<file path="src/rtl/mem_arb_pkg.sv">
`default_nettype none
// +------------------------------------------------------------------+
// | mem_arb_pkg : shared FSM state and owner encodings for mem_arbiter |
// | Revision    : 1.0                                                  |
// +------------------------------------------------------------------+
package mem_arb_pkg;

   typedef enum logic [1:0] {
      ST_IDLE = 2'd0,
      ST_WAIT = 2'd1,
      ST_RESP = 2'd2
   } state_t;

   localparam logic OWN_I = 1'b0;
   localparam logic OWN_D = 1'b1;

endpackage : mem_arb_pkg
`default_nettype wire

</file>
<file path="src/rtl/mem_lat_cnt.sv">
`default_nettype none
// +------------------------------------------------------------------+
// | mem_lat_cnt : loadable down-counter for the memory access latency  |
// | Revision    : 1.0                                                  |
// +------------------------------------------------------------------+
module mem_lat_cnt #(
   parameter int LATENCY = 4
) (
   input  logic clk,
   input  logic rst_n,
   input  logic load,
   input  logic dec,
   output logic zero
);

   localparam int CW = (LATENCY > 1) ? $clog2(LATENCY) : 1;

   logic [CW-1:0] cnt;

   always_ff @(posedge clk or negedge rst_n) begin
      if (!rst_n) begin
         cnt <= '0;
      end else if (load) begin
         cnt <= CW'(LATENCY - 1);
      end else if (dec && (cnt != '0)) begin
         cnt <= cnt - CW'(1);
      end
   end

   assign zero = (cnt == '0);

endmodule : mem_lat_cnt
`default_nettype wire

</file>
<file path="src/rtl/mem_arbiter.sv">
`default_nettype none
// +------------------------------------------------------------------+
// | mem_arbiter : IF/MEM arbiter and sequencer for the shared memory.  |
// | Optional macro MEM_ARB_FAIRNESS_EN alternates grants on a tie.     |
// | Revision    : 1.0                                                  |
// +------------------------------------------------------------------+
module mem_arbiter
   import mem_arb_pkg::*;
#(
   parameter int LATENCY = 4,
   parameter int AW      = 16,
   parameter int DW      = 16
) (
   input  logic          clk,
   input  logic          rst_n,
   input  logic          i_req,
   input  logic [AW-1:0] i_addr,
   input  logic          i_kill,
   output logic [DW-1:0] i_rdata,
   output logic          i_ack,
   input  logic          d_req,
   input  logic          d_wr,
   input  logic [AW-1:0] d_addr,
   input  logic [DW-1:0] d_wdata,
   output logic [DW-1:0] d_rdata,
   output logic          d_ack,
   output logic          mem_en,
   output logic          mem_wr,
   output logic [AW-1:0] mem_addr,
   output logic [DW-1:0] mem_wdata,
   input  logic [DW-1:0] mem_rdata,
   output logic          busy,
   output logic          owner
);

   state_t        state;
   logic [AW-1:0] hold_addr;
   logic [DW-1:0] hold_wdata;
   logic          hold_wr;
   logic          kill;
   logic          cnt_zero;
   logic          any_req;
   logic          tie_to_d;
   logic          grant_d;
   logic          kill_now;

   assign any_req = i_req | d_req;

`ifdef MEM_ARB_FAIRNESS_EN
   // owner doubles as the last-granted history used to break ties
   assign tie_to_d = (owner == OWN_I);
`else
   assign tie_to_d = 1'b1;
`endif

   assign grant_d  = d_req & (~i_req | tie_to_d);
   assign kill_now = kill | (i_kill & (owner == OWN_I));

   mem_lat_cnt #(
      .LATENCY (LATENCY)
   ) u_lat_cnt (
      .clk   (clk),
      .rst_n (rst_n),
      .load  ((state == ST_IDLE) & any_req),
      .dec   (state == ST_WAIT),
      .zero  (cnt_zero)
   );

   always_ff @(posedge clk or negedge rst_n) begin
      if (!rst_n) begin
         state      <= ST_IDLE;
         owner      <= OWN_I;
         hold_addr  <= '0;
         hold_wdata <= '0;
         hold_wr    <= 1'b0;
         kill       <= 1'b0;
         mem_en     <= 1'b0;
         i_ack      <= 1'b0;
         d_ack      <= 1'b0;
         i_rdata    <= '0;
         d_rdata    <= '0;
      end else begin
         mem_en <= 1'b0;
         i_ack  <= 1'b0;
         d_ack  <= 1'b0;
         case (state)
            ST_IDLE: begin
               kill <= 1'b0;
               if (any_req) begin
                  owner      <= grant_d ? OWN_D : OWN_I;
                  hold_addr  <= grant_d ? d_addr : i_addr;
                  hold_wdata <= grant_d ? d_wdata : '0;
                  hold_wr    <= grant_d & d_wr;
                  mem_en     <= 1'b1;
                  state      <= ST_WAIT;
               end
            end
            ST_WAIT: begin
               if (kill_now) begin
                  kill <= 1'b1;
               end
               if (cnt_zero) begin
                  if (owner == OWN_D) begin
                     d_ack <= 1'b1;
                     if (!hold_wr) begin
                        d_rdata <= mem_rdata;
                     end
                  end else if (!kill_now) begin
                     i_ack   <= 1'b1;
                     i_rdata <= mem_rdata;
                  end
                  state <= ST_RESP;
               end
            end
            ST_RESP: begin
               kill  <= 1'b0;
               state <= ST_IDLE;
            end
            default: state <= ST_IDLE;
         endcase
      end
   end

   assign busy      = (state != ST_IDLE);
   assign mem_addr  = hold_addr;
   assign mem_wdata = hold_wdata;
   assign mem_wr    = hold_wr & (state == ST_WAIT);

endmodule : mem_arbiter
`default_nettype wire

</file>
<file path="config.mk">
export PLATFORM = sky130hd
export DESIGN_NAME = mem_arbiter
export DESIGN_NICKNAME = d
export VERILOG_FILES = /design/src/rtl/mem_arb_pkg.sv /design/src/rtl/mem_lat_cnt.sv /design/src/rtl/mem_arbiter.sv
export SDC_FILE = /design/constraint.sdc
export NUM_CORES = 1
export LEC_CHECK = 0
export CAP_MARGIN = 20
export CELL_PAD_IN_SITES_DETAIL_PLACEMENT = 0
export CELL_PAD_IN_SITES_GLOBAL_PLACEMENT = 1
export CORE_ASPECT_RATIO = 1.25
export CORE_MARGIN = 3
export CORE_UTILIZATION = 35
export DETAILED_ROUTE_END_ITERATION = 7
export PLACE_DENSITY = 0.88
export SLEW_MARGIN = 20
export SYNTH_ARGS = -nofsm -noshare
export SYNTH_HDL_FRONTEND = slang
export SYNTH_SLANG_ARGS = --single-unit
export TNS_END_PERCENT = 5
</file>
<file path="constraint.sdc">
create_clock -name clk -period 3 [get_ports clk]
set_input_delay 0.45 -clock clk [delete_from_list [all_inputs] [get_ports clk]]
set_output_delay 0.45 -clock clk [all_outputs]
set_load 0.01 [all_outputs]
</file>
== Word-level counts from Yosys, hierarchy flattened ==
Cells that the tools add are included.

* Add/sub/neg operators: 1
* $mul: 0
* Divide/modulo/power cells: 0
* $lt $le $gt $ge: 0
* Eq/ne operators: 5
* Shift-type cells: 0
* Mux-type cells: 19
* Bitwise logic cells: 9
* Reductions and logical operators: 13

{| class="wikitable"
|+ Operators by type and width
! cell !! number
|-
| two-way mux 16 bit || 2
|-
| two-way mux 1 bit || 11
|-
| two-way mux 2 bit || 4
|-
| AND reduction 4 bit || 2
|-
| nonzero test 2 bit || 4
|-
| inequality test 2 bit, second input constant || 3
|-
| AND reduction 2 bit || 3
|-
| bitwise AND 1 bit || 4
|-
| zero test 2 bit || 2
|-
| case mux 2 bit (2 select lines) || 1
|-
| NOT 1 bit || 3
|-
| equality test 2 x 1 -> 1 bit, second input constant || 1
|-
| equality test 2 bit, second input constant || 1
|-
| bitwise OR 1 bit || 2
|-
| case mux 1 bit (2 select lines) || 1
|-
| OR reduction 2 bit || 1
|-
| subtractor 2 x 1 -> 2 bit, second input constant || 1
|-
| logical AND 1 bit || 1
|}

* Register bits: 74
* Latch bits: 0
* RAM bits: 0
* Bits in read-only memories: 0
* Input bits: 70
* Output and inout port bits: 70
* Logic and storage cells: 59
* Memories: 0

== Logic depth before layout (Yosys ltp) ==
Gate-level depths: netlist of the first run.

* Depth in word-level cells: 7
* Depth in mapped cells: 7
* Depth with buffers taken out: 5

== Hierarchy ==
From an unflattened synthesis of the first run, not the netlist that was laid out.

* Cell total of the unflattened synthesis: 194
* Area, all modules: 3029.2 sq um

{| class="wikitable"
|+ Modules (own cells, without submodules)
! module !! times used !! cells each !! area each (sq um) !! sequential area each (sq um)
|-
| mem_arbiter || 1 || 182 || 2905.3 || 1801.7
|-
| mem_lat_cnt || 1 || 12 || 123.9 || 50.0
|}

== Worst setup path before layout of the first run ==
OpenSTA, ideal clock, no wires.

* Path kind: flip-flop to flip-flop
* Start point: reg u_lat_cnt.cnt[0]
* End point: reg i_rdata[0]
* Library setup time: 125 ps
* Arrival time: 1687 ps
* Required time: 2875 ps
* Path slack: 1188 ps
* Cell stages (with the launch flop): 8
* Buffers on the path: 2
* Period minus slack after synthesis: 1812 ps
* Cell sequence: dfrtp_1 > inv_1 > ha_1 > nand3b_4 > or4_4 > buf_6 > buf_12 > mux2_4

* Cells in the longest elaborated chain, start to end: 2

{| class="wikitable"
|+ Ends and longest elaborated chain
! what !! RTL line !! text
|-
| from (decl) || mem_lat_cnt.sv:18 || <nowiki>logic [CW-1:0] cnt;</nowiki>
|-
| from (signal assigned) || mem_lat_cnt.sv:24 || <nowiki>cnt <= CW'(LATENCY - 1);</nowiki>
|-
| from (signal assigned) || mem_lat_cnt.sv:26 || <nowiki>cnt <= cnt - CW'(1);</nowiki>
|-
| zero test 2 bit || mem_lat_cnt.sv:30 || <nowiki>assign zero = (cnt == '0);</nowiki>
|-
| AND reduction 4 bit (no line) || -- ||
|-
| to (signal assigned) || mem_arbiter.sv:110 || <nowiki>i_rdata <= mem_rdata;</nowiki>
|-
| to (decl) || mem_arbiter.sv:19 || <nowiki>output logic [DW-1:0] i_rdata,</nowiki>
|}

No other way between the ends.
A chain may end at the register's enable or synchronous reset.

== Worst setup path after layout of the first run ==
* Start point: reg state[0]
* End point: out busy

* Cells in the longest elaborated chain, start to end: 1

{| class="wikitable"
|+ Ends and longest elaborated chain
! what !! RTL line !! text
|-
| from (decl) || mem_arbiter.sv:36 || <nowiki>state_t state;</nowiki>
|-
| from (signal assigned) || mem_arbiter.sv:71 || <nowiki>state <= ST_IDLE;</nowiki>
|-
| from (signal assigned) || mem_arbiter.sv:95 || <nowiki>state <= ST_WAIT;</nowiki>
|-
| from (signal assigned) || mem_arbiter.sv:112 || <nowiki>state <= ST_RESP;</nowiki>
|-
| nonzero test 2 bit || mem_arbiter.sv:124 || <nowiki>assign busy = (state != ST_IDLE);</nowiki>
|-
| to (decl) || mem_arbiter.sv:32 || <nowiki>output logic busy,</nowiki>
|}

No other way between the ends.

==> results.json, run 1 <==
{
  "ys.warnings.count": 0,
  "ys_seq_elements": 74,
  "drive_gt1_share_pct": 26.5,
  "worstSetupPathType": "reg2out",
  "synth_fp_nets": 261,
  "cts_setup_buffers": 0,
  "path_max_fanout": 5,
  "period_share_pct": 70.8,
  "cp.arrival_ns": 1.67,
  "grt_pass1_wl_mm": 10.5,
  "drv_slew": 0,
  "synthCells": 190,
  "min_path_type": "in2async",
  "synth-adder-area-share_pct": 0.417,
  "pwr-share-clk_pct": 16.7,
  "synth_top_area_share_pct": 61.7,
  "endpoint": "busy",
  "area_delta_synth_final_pct": 55.8,
  "antenna_found_initial": 0,
  "grt_pass1_vias": 2142,
  "required_ns": 2.55,
  "pin_count": 140,
  "die_h_um": 110,
  "end_kind": "output pin",
  "cts_made_buffers": 9,
  "synth_cell_type_count": 26,
  "internal_power_uw": 3160,
  "period_needed_ns": 2.12,
  "met3_usage_pct": 4.20,
  "cts.sinks": 74,
  "setup_slack_ns": 0.877,
  "dp_hpwl_mm": 4.95,
  "rows": 37,
  "setup_tns_ns": 0,
  "synth_top_cell_by_area": "dfrtp_1",
  "die_x_um": 88.8,
  "relSlewSlack_pct": 38.5,
  "num-fill-cells": 703,
  "async_flop_share_pct": 100,
  "htree_num_levels": 3,
  "drc": 0,
  "finalHoldViolations": 0,
  "cts_hold_buf": 0,
  "synth_xor_area_share_pct": 0.292,
  "first_iter_violations": 49,
  "synth_top_family_by_area": "multiplexers",
  "maxCapViolCount": 0,
  "core_area_um2": 8290,
  "swShare_pct": 30.0,
  "track_usage_pct": 14.0,
  "syn_avg_cell_area_um2": 15.8,
  "start_kind": "flop",
  "leakage_uw": 0.00205,
  "grt_max_degree": 75,
  "syn_area_um2": 3000,
  "post_cts_resized": 0,
  "gp_congestion": 0.700,
  "busiest_layer": "met2",
  "synth.mux.area_fraction_pct": 25.1,
  "worstSkewPairLatency_ns": 0.33,
  "status": "completed",
  "finalSetupViolCount": 0,
  "num_antenna_cells": 0,
  "dieArea_um2": 9730,
  "first_pass_iters": 3,
  "drt_wl_total_mm": 6.68,
  "worst_pin_slew_ns": 0.922,
  "rr_startpoint": "u_lat_cnt.cnt[0]$_DFFE_PN0P_",
  "rr_worst_depth": 6,
  "fin_nets": 405,
  "rrSetupSlack_ns": 1.00,
  "r2r_end": "d_rdata[15]$_DFFE_PN0P_",
  "io_buffers": 139,
  "cts_max_path_buffers": 2,
  "detail-route-antenna-nets": 0,
  "synth-edff-count": 0,
  "synthTopCellsByArea": "dfrtp_1 62%, mux2_2 21%, a22o_1 5.0%, mux2_4 4.5%, inv_1 0.75%",
  "start_util_pct": 36.2,
  "use_met2_pct": 22.4,
  "p_seq_share_pct": 37.9,
  "ys_seq_area_share_pct": 61.7,
  "powerDensity_nw_per_um2": 965,
  "dr_total_vias": 2084,
  "overflow": 0,
  "grtUsageMet1_pct": 17.7,
  "switching_power_uw": 1350,
  "synth-compound-area-share_pct": 6.01,
  "synthFlopType": "dfrtp_1",
  "finalClockSkew_ns": 0.00751,
  "fmax_mhz": 471,
  "rsz0062_at_grt": "false",
  "clock-root-buffer": "clkbuf_8",
  "wl_per_cell_um": 15.3,
  "dp_slack_ns": 0.948,
  "via_per_inst": 4.78,
  "cts_tree": "yes",
  "synthSimpleGateAreaFrac_pct": 3.38,
  "vdd_drop_max_mv": 0.423,
  "clk_pin_slew_ns": 0.08,
  "combPwrFrac_pct": 45.4,
  "startpoint": "state[0]$_DFFE_PN0P_"
}
## per-stage QoR
stage	hold WS, ns	cell area [µm²]	util, %	total power (µW)	cells
after detailed placement	0.489	4480	54.1	3810	420
after global routing	0.330	4670	56.4	4800	436
final	0.252	4670	56.4	4510	436
after floorplan	0.154	3000	-	2640	190
after global placement	0.477	4480	54.1	3760	420
after CTS	0.278	4670	56.4	4580	436
## flip-flops by register name, summed over array words and instances, names as in the netlist
| signal | flops |
|---|---|
| d_ack | 1 |
| d_rdata | 16 |
| hold_wr | 1 |
| i_ack | 1 |
| i_rdata | 16 |
| kill | 1 |
| mem_addr | 16 |
| mem_en | 1 |
| mem_wdata | 16 |
| owner | 1 |
| state | 2 |
| u_lat_cnt.cnt | 2 |
## power by group through the flow
stage,Sequential (µW),Combinational [µW],Clock (µW)
detailed placement,1730,2070,0
global route,1780,2210,814
finish,1710,2050,751
CTS,1720,2080,782
floorplan,1900,740,0
global placement,1720,2040,0
## synthesized netlist by cell type (all sizes together) (2+ instances only)
| cell | number |
|---|---|
| and2 | 2 |
| nand2 | 4 |
| dfrtp | 74 |
| inv | 6 |
| a22o | 17 |
| mux2 | 64 |
| nor3b | 2 |
| buf | 7 |
| clkbuf | 3 |
## placed cells by master, fill, tap and decap left out, drive strengths merged, types with 2 or more instances in the layout
master,instances
mux2,64
buf,5
nor3b,2
inv,7
and2,2
nand2,4
dfrtp,74
clkdlybuf4s50,138
clkinvlp,3
clkbuf,10
a22o,17
## worst max-delay path, stage by stage, from the launching register on
cell and delay (ns):
dfrtp_1 0.44, nor2_1 0.34, inv_1 0.08, clkdlybuf4s50_1 0.49
## logic make-up after synthesis
kind of cell,Yosys count
AO/OA/AOI/OAI,21
XOR/XNOR,1
adder cells (fa/ha/maj),1
buffers and inverters,16
flip-flops,74
multiplexers,64
AND/OR/NAND/NOR,13
## area by class of cell
type | instances | area (µm²) | share of cell area [%]
clock buffers | 10 | 128 | 2.73
repair buffers | 143 | 1420 | 30.4
clock inverters | 6 | 66.3 | 1.42
well taps | 97 | 121 | 2.60
flip-flops and latches | 74 | 1850 | 39.6
inverters | 6 | 22.5 | 0.482
multi-input cells | 100 | 1060 | 22.8
## per-layer routing
| metal | vias up | part of all wire, % |
|---|---|---|
| li1 | 971 | - |
| met1 | 1023 | 41 |
| met2 | 81 | 50 |
| met3 | 9 | 7.5 |
| met4 | 0 | 1.4 |
| met5 | - | 0 |
## worst min-delay path by stage
stage,start,end,slack [ns],depth (start not counted)
detailed placement,kill$_DFFE_PN0P_,kill$_DFFE_PN0P_,0.49,1
CTS,rst_n,i_rdata[8]$_DFFE_PN0P_,0.28,1
global route,rst_n,i_rdata[7]$_DFFE_PN0P_,0.33,1
finish,rst_n,i_rdata[8]$_DFFE_PN0P_,0.25,1
floorplan,rst_n,d_ack$_DFF_PN0_,0.15,0
global placement,kill$_DFFE_PN0P_,kill$_DFFE_PN0P_,0.48,1
No activity file was read; power rests on OpenSTA's default activity.
==> inputs of run 2 (changes only) <==
Settings changed: CORE_UTILIZATION 35 to 32, PLACE_DENSITY 0.88 to 0.82.
Clock period 3 ns to 2.1 ns, I/O delays scaled along.
==> results.json, run 2 (same netlist as run 1, synthesis figures left out) <==
{
  "mostFrequentLayoutCell": "clkdlybuf4s50_1",
  "leakage_uw": 0.00207,
  "fmax_mhz": 529,
  "drv_slew": 0,
  "rows": 38,
  "maxCapViolCount": 0,
  "status": "completed",
  "dp_hpwl_mm": 5.10,
  "cts.sinks": 74,
  "cts_max_path_buffers": 2,
  "gp_congestion": 0.723,
  "combPwrFrac_pct": 45.4,
  "pwr-share-clk_pct": 17.1,
  "finalSetupViolCount": 0,
  "rr_startpoint": "u_lat_cnt.cnt[0]$_DFFE_PN0P_",
  "die_x_um": 92.6,
  "switching_power_uw": 1940,
  "detail-route-antenna-nets": 0,
  "worst_pin_slew_ns": 0.906,
  "relSlewSlack_pct": 39.6,
  "powerDensity_nw_per_um2": 1380,
  "via_per_inst": 4.53,
  "io_buffers": 139,
  "first_iter_violations": 63,
  "fin_nets": 405,
  "area_delta_synth_final_pct": 58.0,
  "swShare_pct": 29.7,
  "core_area_um2": 8890,
  "layout_common_cells": "138 x clkdlybuf4s50_1, 74 x dfrtp_1, 55 x mux2_2",
  "crit_chain": "nor2_2, inv_1, clkdlybuf4s50_1",
  "drt_wl_total_mm": 6.93,
  "period_needed_ns": 1.89,
  "worstSetupPathType": "reg2out",
  "rsz0062_at_grt": "false",
  "cts_made_buffers": 9,
  "pin_count": 140,
  "period_share_pct": 90.1,
  "max_stage_delay_ns": 0.48,
  "dr_total_vias": 2078,
  "cp.arrival_ns": 1.58,
  "clock-root-buffer": "clkbuf_8",
  "final_cells": 459,
  "min_path_type": "in2async",
  "setup_tns_ns": 0,
  "track_usage_pct": 13.4,
  "wl_per_cell_um": 15.1,
  "overflow": 0,
  "grt_pass1_wl_mm": 11.1,
  "crit_slowest_cell": "clkdlybuf4s50_1",
  "first_pass_iters": 4,
  "start_kind": "flop",
  "vdd_drop_max_mv": 0.709,
  "startpoint": "state[0]$_DFFE_PN0P_",
  "clk_pin_slew_ns": 0.08,
  "die_h_um": 114,
  "internal_power_uw": 4590,
  "htree_num_levels": 3,
  "required_ns": 1.78,
  "grt_max_degree": 75,
  "path_max_fanout": 5,
  "worstSkewPairLatency_ns": 0.33,
  "dp.cells": 443,
  "holdWs_ns": 0.106,
  "timing.critical_path.buf_inv": 2,
  "drc": 0,
  "start_util_pct": 33.7,
  "grt_pass1_vias": 2231,
  "num_antenna_cells": 0,
  "drive_gt1_share_pct": 27.1,
  "cts_tree": "yes",
  "finalClockSkew_ns": 0.00993,
  "finalHoldViolations": 0,
  "end_kind": "output pin",
  "p_seq_share_pct": 37.5,
  "dieArea_um2": 10600,
  "power_uw": 6530,
  "antenna_found_initial": 0,
  "cp_top_family": "buffers and inverters"
}
## run 2: worst paths after layout
path                                                  end  slack, ns  depth (start not counted)
worst max-delay path                                 busy       0.21                          3
worst min-delay path               d_rdata[9]$_DFFE_PN0P_       0.11                          1
worst max register to register    i_rdata[13]$_DFFE_PN0P_       0.27                          5
worst min register to register  mem_wdata[14]$_DFFE_PN0P_       0.50                          1
max in group asynchronous         mem_addr[1]$_DFFE_PN0P_       1.41                          1
min in group clk                mem_wdata[14]$_DFFE_PN0P_       0.50                          1
## run 2: timing repair
item / 4_1_cts / 5_1_grt
endpoints found under the setup margin: 0 / 1
hold buffers: 0 / 0
resized for setup: 0 / 1
setup buffers: 0 / 0
## run 2: final cells by class
cell class,instances,area (µm²)
flip-flops and latches,74,1850
inverters,6,22.5
clock buffers,11,151
repair buffers,143,1440
clock inverters,5,52.6
fillers,784,4150
well taps,120,150
multi-input cells,100,1070
## run 2: worst reg2reg max path: cells and delay by family, from the launching register on
| kind | cells | cell delay (ns) |
|---|---|---|
| adders and majority gates | 1 | 0.22 |
| and+or+nand+nor | 2 | 0.69 |
| buffers and inverters | 1 | 0.08 |
| muxes | 1 | 0.35 |
| DFF | 1 | 0.36 |
## run 2: power by group through the flow
stage	registers (µW)	clock network [µW]	logic (µW)
after global routing	2540	1230	3160
after CTS	2460	1160	3020
after global placement	2450	0	2950
final	2450	1110	2970
after detailed placement	2480	0	3010
after floorplan	2720	0	1060
## run 2: metal layers
layer	wire length, µm	GRT usage (%)	share of wire, %
met4	122	4.26	1.8
met3	626	5.98	9.0
met1	2730	15.5	39
met2	3450	22.2	50
met5	0	0	0
## run 2: per-stage QoR
step	setup slack, ns	instance area (µm²)	util, %
finish	0.209	4740	53.3
global route	0.101	4740	53.3
CTS	0.0648	4740	53.3
detailed placement	0.122	4530	51.0
global placement	0.182	4530	51.0
floorplan	0.288	3000	-
==> inputs of run 3 (changes only) <==
Settings changed: CTS_CLUSTER_SIZE set to 12, HOLD_SLACK_MARGIN set to 0.05.
==> results of run 3 <==
Final layout, timing and power as in run 2 (identical DEF).
